### config.mk
export PLATFORM = sky130hd
export DESIGN_NAME = mips_multicycle_control
export DESIGN_NICKNAME = d
export VERILOG_FILES = /design/src/rtl/mips_multicycle_control_pkg.sv /design/src/rtl/mips_multicycle_control_mem_wait_timer.sv /design/src/rtl/mips_multicycle_control.sv
export SDC_FILE = /design/constraint.sdc
export NUM_CORES = 1
export LEC_CHECK = 0
export CAP_MARGIN = 5
export CORE_MARGIN = 2
export CORE_UTILIZATION = 30
export CTS_BUF_LIST = sky130_fd_sc_hd__clkbuf_8
export DETAILED_ROUTE_END_ITERATION = 12
export PLACE_DENSITY = 0.54
export SYNTH_ARGS = -nofsm -noshare
export SYNTH_HDL_FRONTEND = slang
export SYNTH_SLANG_ARGS = --single-unit
export TNS_END_PERCENT = 100
### constraint.sdc
create_clock -name clk -period 2.3 [get_ports clk]
set_clock_uncertainty 0.1 [all_clocks]
set_input_delay 0.46 -clock clk [delete_from_list [all_inputs] [get_ports clk]]
set_output_delay 0.46 -clock clk [all_outputs]
set_load 0.01 [all_outputs]
### src/rtl/mips_multicycle_control_pkg.sv
// mips_multicycle_control_pkg: opcodes, state encodings and datapath select codes
// shared by the control FSM, the ALU decoder and the bench.
package mips_multicycle_control_pkg;

    localparam logic [5:0] OP_RTYPE = 6'h00;
    localparam logic [5:0] OP_LW    = 6'h23;
    localparam logic [5:0] OP_SW    = 6'h2B;
    localparam logic [5:0] OP_BEQ   = 6'h04;
    localparam logic [5:0] OP_ADDI  = 6'h08;
    localparam logic [5:0] OP_J     = 6'h02;

    typedef enum logic [3:0] {
        S_FETCH   = 4'd0,
        S_DECODE  = 4'd1,
        S_MEMADR  = 4'd2,
        S_MEMRD   = 4'd3,
        S_MEMWB   = 4'd4,
        S_MEMWR   = 4'd5,
        S_RTYPEEX = 4'd6,
        S_RTYPEWB = 4'd7,
        S_BEQEX   = 4'd8,
        S_ADDIEX  = 4'd9,
        S_ADDIWB  = 4'd10,
        S_JEX     = 4'd11
    } state_t;

    localparam logic [1:0] ALUOP_ADD   = 2'b00;
    localparam logic [1:0] ALUOP_SUB   = 2'b01;
    localparam logic [1:0] ALUOP_FUNCT = 2'b10;

    localparam logic [1:0] PC_ALU    = 2'b00;
    localparam logic [1:0] PC_ALUOUT = 2'b01;
    localparam logic [1:0] PC_JUMP   = 2'b10;

    localparam logic [1:0] SRCB_B      = 2'b00;
    localparam logic [1:0] SRCB_4      = 2'b01;
    localparam logic [1:0] SRCB_IMM    = 2'b10;
    localparam logic [1:0] SRCB_IMM_SH = 2'b11;

    function automatic logic is_mem_state(input state_t s);
        return s == S_FETCH || s == S_MEMRD || s == S_MEMWR;
    endfunction

endpackage

### src/rtl/mips_multicycle_control_mem_wait_timer.sv
// mips_multicycle_control_mem_wait_timer: 8-bit wait counter, flags the last allowed wait cycle.
module mips_multicycle_control_mem_wait_timer #(
    parameter int MEM_TIMEOUT = 255
) (
    input  logic clk,
    input  logic rst_n,
    input  logic clr,
    input  logic en,
    output logic expired
);
    logic [7:0] cnt;

    always_ff @(posedge clk or negedge rst_n)
        if (!rst_n)   cnt <= '0;
        else if (clr) cnt <= '0;
        else if (en)  cnt <= cnt + 8'd1;

    assign expired = cnt == 8'(MEM_TIMEOUT - 1);
endmodule

### src/rtl/mips_multicycle_control.sv
// mips_multicycle_control: multicycle MIPS main control FSM with bounded memory handshakes.
module mips_multicycle_control
    import mips_multicycle_control_pkg::*;
#(
    parameter int MEM_TIMEOUT = 255
) (
    input  logic       clk,
    input  logic       rst_n,
    input  logic [5:0] opcode,
    input  logic       zero,
    input  logic       mem_ready,
    output logic       reg_dst,
    output logic       mem_to_reg,
    output logic       reg_write,
    output logic       i_or_d,
    output logic       mem_read,
    output logic       mem_write,
    output logic       ir_write,
    output logic       pc_en,
    output logic [1:0] pc_src,
    output logic       alu_src_a,
    output logic [1:0] alu_src_b,
    output logic [1:0] alu_op,
    output logic       bus_error,
    output logic [3:0] state
);
    state_t cur, nxt;
    logic   expired, timeout, bus_err_nxt;

    // Counter restarts on every state change, so each memory state gets a fresh budget.
    mips_multicycle_control_mem_wait_timer #(.MEM_TIMEOUT(MEM_TIMEOUT)) u_timer (
        .clk     (clk),
        .rst_n   (rst_n),
        .clr     (timeout || nxt != cur),
        .en      (!mem_ready),
        .expired (expired)
    );

    assign timeout = is_mem_state(cur) && expired && !mem_ready;
    assign state   = cur;

    always_ff @(posedge clk or negedge rst_n)
        if (!rst_n) begin
            cur       <= S_FETCH;
            bus_error <= 1'b0;
        end else begin
            cur       <= nxt;
            bus_error <= bus_err_nxt;
        end

    always_comb begin
        nxt         = S_FETCH;
        bus_err_nxt = 1'b0;
        case (cur)
            S_FETCH:   nxt = mem_ready ? S_DECODE : S_FETCH;
            S_DECODE:
                case (opcode)
                    OP_LW, OP_SW: nxt = S_MEMADR;
                    OP_RTYPE:     nxt = S_RTYPEEX;
                    OP_BEQ:       nxt = S_BEQEX;
                    OP_ADDI:      nxt = S_ADDIEX;
                    OP_J:         nxt = S_JEX;
                    default:      bus_err_nxt = 1'b1;
                endcase
            S_MEMADR:  nxt = opcode == OP_LW ? S_MEMRD : opcode == OP_SW ? S_MEMWR : S_FETCH;
            S_MEMRD:   nxt = mem_ready ? S_MEMWB : S_MEMRD;
            S_MEMWR:   nxt = mem_ready ? S_FETCH : S_MEMWR;
            S_RTYPEEX: nxt = S_RTYPEWB;
            S_ADDIEX:  nxt = S_ADDIWB;
            default:   nxt = S_FETCH;
        endcase
        if (timeout) begin
            nxt         = S_FETCH;
            bus_err_nxt = 1'b1;
        end
    end

    always_comb begin
        reg_dst    = 1'b0;
        mem_to_reg = 1'b0;
        reg_write  = 1'b0;
        i_or_d     = 1'b0;
        mem_read   = 1'b0;
        mem_write  = 1'b0;
        ir_write   = 1'b0;
        pc_en      = 1'b0;
        pc_src     = PC_ALU;
        alu_src_a  = 1'b0;
        alu_src_b  = SRCB_B;
        alu_op     = ALUOP_ADD;
        case (cur)
            S_FETCH: begin
                mem_read  = 1'b1;
                alu_src_b = SRCB_4;
                ir_write  = mem_ready;
                pc_en     = mem_ready;
            end
            S_DECODE:  alu_src_b = SRCB_IMM_SH;
            S_MEMADR: begin
                alu_src_a = 1'b1;
                alu_src_b = SRCB_IMM;
            end
            S_MEMRD: begin
                mem_read = 1'b1;
                i_or_d   = 1'b1;
            end
            S_MEMWB: begin
                reg_write  = 1'b1;
                mem_to_reg = 1'b1;
            end
            S_MEMWR: begin
                mem_write = 1'b1;
                i_or_d    = 1'b1;
            end
            S_RTYPEEX: begin
                alu_src_a = 1'b1;
                alu_op    = ALUOP_FUNCT;
            end
            S_RTYPEWB: begin
                reg_write = 1'b1;
                reg_dst   = 1'b1;
            end
            S_BEQEX: begin
                alu_src_a = 1'b1;
                alu_op    = ALUOP_SUB;
                pc_src    = PC_ALUOUT;
                pc_en     = zero;
            end
            S_ADDIEX: begin
                alu_src_a = 1'b1;
                alu_src_b = SRCB_IMM;
            end
            S_ADDIWB:  reg_write = 1'b1;
            S_JEX: begin
                pc_src = PC_JUMP;
                pc_en  = 1'b1;
            end
            default: ;
        endcase
        // Reset holds state at FETCH, whose MemReady-qualified enables must stay quiet.
        if (!rst_n) begin
            reg_write = 1'b0;
            mem_read  = 1'b0;
            mem_write = 1'b0;
            ir_write  = 1'b0;
            pc_en     = 1'b0;
        end
    end
endmodule

---- After elaboration in Yosys (flattened, before gate mapping) ----
Index checks and enable logic that the tools add are counted.
operators by class
  add/sub/neg operators ................... 1
  equal/unequal tests ..................... 19
  mux-type cells .......................... 30
  reduce and logical (&&, ||, !) cells .... 15
operators by type and width
  kind                   count
  $pmux W4 S7            1
  $pmux W4 S5            1
  $mux W1                17
  $eq A4 B3 Y1 const B   4
  $eq A4 B4 Y1 const B   4
  $mux W8                2
  $eq A6 B6 Y1 const B   2
  $mux W3                4
  $add A8 B1 Y8 const B  1
  $eq A4 B2 Y1 const B   2
  $eq A8 B8 Y1 const B   1
  $pmux W2 S2            2
  $reduce_or A2 Y1       4
  $eq A6 B2 Y1 const B   1
  $eq A6 B3 Y1 const B   1
  $eq A6 B4 Y1 const B   1
  $logic_not A6 Y1       1
  $pmux W2 S3            1
  $reduce_or A6 Y1       1
  $eq A4 B1 Y1 const B   1
  $logic_not A4 Y1       1
  $mux W4                1
  $ne A4 B4 Y1           1
  $reduce_or A4 Y1       1
  other kinds (6)        9
storage, ports and cells
  register bits ........................... 13
  bits of input ports ..................... 10
  output and inout bits ................... 20
  logic and storage cells ................. 68

---- Depth between registers and ports, before layout ----
  word-level depth ........................ 9
  mapped depth ............................ 8
  mapped depth without buffers ............ 8

---- By module ----
From an unflattened synthesis, not the netlist that was laid out.
unflattened totals
  cells, all modules ...................... 143
  area, all modules ....................... 1122.3 µm²
modules (own cells, without submodules)
  module                                  instances  cells each  area an instance (µm²)  sequential area each (µm²)
  mips_multicycle_control                 1          102         711.9                   125.1
  mips_multicycle_control_mem_wait_timer  1          41          410.4                   200.2

---- Worst setup path before layout ----
No wires, ideal clock.
  kind .................................... flip-flop to output port
  start ................................... register cur[3] (netlist: state[3])
  end ..................................... output port pc_en
  data arrival time ....................... 1.433 ns
  data required time ...................... 1.740 ns
  path slack .............................. 0.307 ns
  cell stages (with the launch flop) ...... 7
  path buffers ............................ 2
  cells stage by stage .................... dfrtp_1 -> buf_2 -> buf_1 -> mux2i_1 -> nor3_1 -> a31oi_1 -> nor3_1
between the ends
  word-level cells in the longest chain between the ends .. 3
  elaborated cells on any way between the ends .. 5
  classes of those cells .................. 2 x eq/ne; 2 x mux; 1 x reduce/logical
ends and longest elaborated chain
  what                                                     RTL line                        text
  start, declared                                          mips_multicycle_control.sv:27   state_t cur, nxt;
  start signal, assigned                                   mips_multicycle_control.sv:47   cur <= nxt;
  $eq A4 B4 Y1 / $logic_not A4 Y1 (equally long branches)  mips_multicycle_control.sv:91   case (cur)
  $pmux W1 S3 (*)                                          mips_multicycle_control.sv:91
  $mux W1 (*)                                              mips_multicycle_control.sv:141  if (!rst_n) begin
  end, declared                                            mips_multicycle_control.sv:19   output logic pc_en,
Mark *: on every way between the ends. The rest lies on a longest branch, timed or not.

---- Worst setup path in the final report ----
  start ................................... register cur[1] (netlist: state[1])
  end ..................................... output port alu_op[0]
between the ends
  word-level cells in the longest chain between the ends .. 2
  elaborated cells on any way between the ends .. 3
  classes of those cells .................. 2 x eq/ne; 1 x mux
ends and longest elaborated chain
  what                                                 RTL line                       text
  $eq A4 B4 Y1 / $eq A4 B3 Y1 (equally long branches)  mips_multicycle_control.sv:91
  $pmux W2 S2 (*)                                      mips_multicycle_control.sv:91
  end, declared                                        mips_multicycle_control.sv:23  output logic [1:0] alu_op,
Marked as above.

==> flow_summary.ini <==
[run_status]
status = complete, no violations

[synthesis]
synth-compound-area-share_pct = 14.7
yosys_warnings = 0
synth_top_family_by_area = simple AND/OR/NAND/NOR gates
synth-xor-area-share_pct = 7.00
synthFlopType = dfrtp_1
avgSynthCellArea_um2 = 7.92
async_flop_share_pct = 100
synth_area_leader_cell = dfrtp_1
syn_nets = 170
synth_seq_area_share_pct = 26.0
synth.top_cells.by_area = dfrtp_1 26%, nor2_1 7.5%, nor3_1 5.6%, xor2_1 4.2%, nor2b_1 4.0%
synth_fa_ha_area_share_pct = 2.00
synth_top_area_share_pct = 26.0
yosysMostFrequentCell = nor2_1
synthMuxAreaShare_pct = 5.40
netlist_instances = 158
synthSimpleGateAreaFrac_pct = 38.4
synth_commonest_cells = 25 x nor2_1, 14 x nor3_1, 13 x dfrtp_1
syn-cell-area_um2 = 1250
ys_ff_latch = 13
synth_edf_count = 0
synth_cell_types = 42

[detailed_routing]
ant_nets = 0
topRoutingLayerUsed = met4
post_drt_via_cell_ratio = 5.06
wl_met3_um = 154
wl_per_cell_um = 13.6
drt_first_pass_iters = 5
drt_wl_total_um = 3660
drt_drc_violations_left = 0
num_vias = 1357
met2_length_um = 1870
wl_met1_um = 1620
drt_iter0_markers = 50

[clock_tree]
clock-sinks = 13
cts_buffer_depth = 2
clk_latency_ns = 0.24
cts_tree = done
path_clk_slew_ns = 0.05
cts_buffers = 3
htreeDepth = 1
cts.root.buffer_cell = clkbuf_8

[critical_path]
arrival_ns = 1.66
endpoint_kind = primary output
r2r_cells = 8
cp_max_fo = 9
r2r_end = u_timer.cnt[2]
regToRegSetupSlack_ns = 0.11
r2r_start = state[1]
worst_setup_path_start_kind = flip-flop
worst_ep_required_time_ns = 1.74
path_class = flip-flop to primary output

[cells_and_area]
final_layout_size_suffix_gt1_share_pct = 28.0
syn2layout_area_growth_pct = 53.3
design_area_um2 = 1920
diodes = 0
fin_cells = 268
fin_nets = 231

[timing]
relSlewSlack_pct = 70.3
max_freq_ghz = 0.451
tightest_slew_ns = 0.440
finalCritPeriodShare_pct = 96.4
period_needed_ns = 2.22
setup_viol = 0
hold_viol = 0
maxSlewViolCount = 0

[floorplan]
dieArea_um2 = 4700
pin_count = 30
dieHeight_um = 68.6
rows = 23
chipWidth_um = 68.6
start_util_pct = 31.3
core_area_um2 = 4000

[placed_design]
dp_cells = 255
place.gp.congestion = 0.876
placed_area_um2 = 1760
numPortBuffers = 29
place_hpwl_um = 2900

[pwr]
vdd.ir_drop.worst_mv = 0.172
cellLeakagePower_nw = 0.871
powerDensity_nw_per_um2 = 437

[global_route]
antenna_found_initial = 0
grt_start_max_net_pins = 13
track_usage_pct = 16.0
grt_pass1_vias = 1280
grt_pass1_wl_um = 5790
overflow = 0

[worst_hold_path]
min_path_type = input pin to async pin

[flow_run]
drv_cap = 0
## worst max-delay path by stage
stage	slack (ns)	depth (start not counted)	end	from
4_1_cts	0.005	4	alu_src_b[1]	state[1]
6_report	0.08	3	alu_op[0]	state[1]
3_3_place_gp	-0.29	4	ir_write	rst_n
5_1_grt	-0.01	6	pc_en	zero
2_1_floorplan	0.31	6	pc_en	state[3]
3_5_place_dp	-0.32	8	u_timer.cnt[2]	mem_ready
## layout make-up
class	count	area, um^2
tap	50	62.6
timing repair buffer	67	582
clock inverter	1	3.75
sequential	13	330
clock buffer	3	41.3
multi-input combinational	130	883
fill	384	2080
inverter	4	15.0
## layer usage
metal | vias up | GRT usage (%)
met5 | - | 0
met4 | 0 | 3.75
met3 | 2 | 1.46
met2 | 26 | 29.1
met1 | 645 | 20.3
li1 | 684 | -
## registers in the layout (all words and copies together), names as in the netlist
name         count
state            4
bus_error        1
u_timer.cnt      8
## power breakdown
| group | total, mW | switching [mW] | internal [mW] |
|---|---|---|---|
| Sequential | 0.289 | 0.0338 | 0.255 |
| Clock | 0.194 | 0.0763 | 0.118 |
| Combinational | 0.357 | 0.174 | 0.182 |
| Total | 0.839 | 0.284 | 0.555 |
## worst max-delay path, cell delays in order, from the launching register on
cell             delay (ns)
dfrtp_2                0.47
buf_4                  0.18
nor3_2                 0.20
clkdlybuf4s50_1        0.57
## per-stage QoR
stage               worst slack (ns)  power, mW  setup TNS (ns)  hold WS, ns  util (%)
floorplan                      0.307      0.489               0       0.0644         -
global placement              -0.285      0.623           -3.27        0.433      43.9
detailed placement            -0.325      0.629           -3.92        0.444      43.9
CTS                          0.00459      0.835               0        0.231      46.6
global route                 -0.0112      0.905         -0.0145        0.233      48.0
finish                        0.0834      0.839               0        0.222      48.0
## layout by cell type, fill, tap and decap left out, drive strengths merged, types with 3 or more instances in the layout
| cell type | Yosys | final |
|---|---|---|
| o21ai | 10 | 10 |
| dlymetal6s2s | 0 | 4 |
| clkbuf | 1 | 3 |
| nor3 | 15 | 15 |
| inv | 4 | 5 |
| xnor2 | 4 | 4 |
| mux2i | 4 | 4 |
| nand3 | 6 | 6 |
| clkdlybuf4s50 | 0 | 18 |
| nor2b | 8 | 8 |
| nor3b | 3 | 3 |
| dlygate4sd2 | 0 | 6 |
| dfrtp | 13 | 13 |
| nor2 | 25 | 25 |
| nand2 | 6 | 6 |
| nand2b | 6 | 6 |
| xor2 | 6 | 6 |
| a21oi | 8 | 8 |
| buf | 10 | 38 |
| nand4 | 5 | 5 |
## cell families after synthesis
family | count (synthesis)
mux | 5
flops | 13
buf+inv | 15
compound gates | 27
fa+ha+maj | 2
xor+xnor | 10
simple gates | 86
## repair_timing
item                       4_1_cts  5_1_grt
hold buffers                     0        0
resized for setup               19        8
setup endpoints to repair       20       15
hold endpoints to repair         0        0
buffers inserted                 4        5
pin swaps                        1        7
Note: power is estimated with default switching activity, not from simulation.
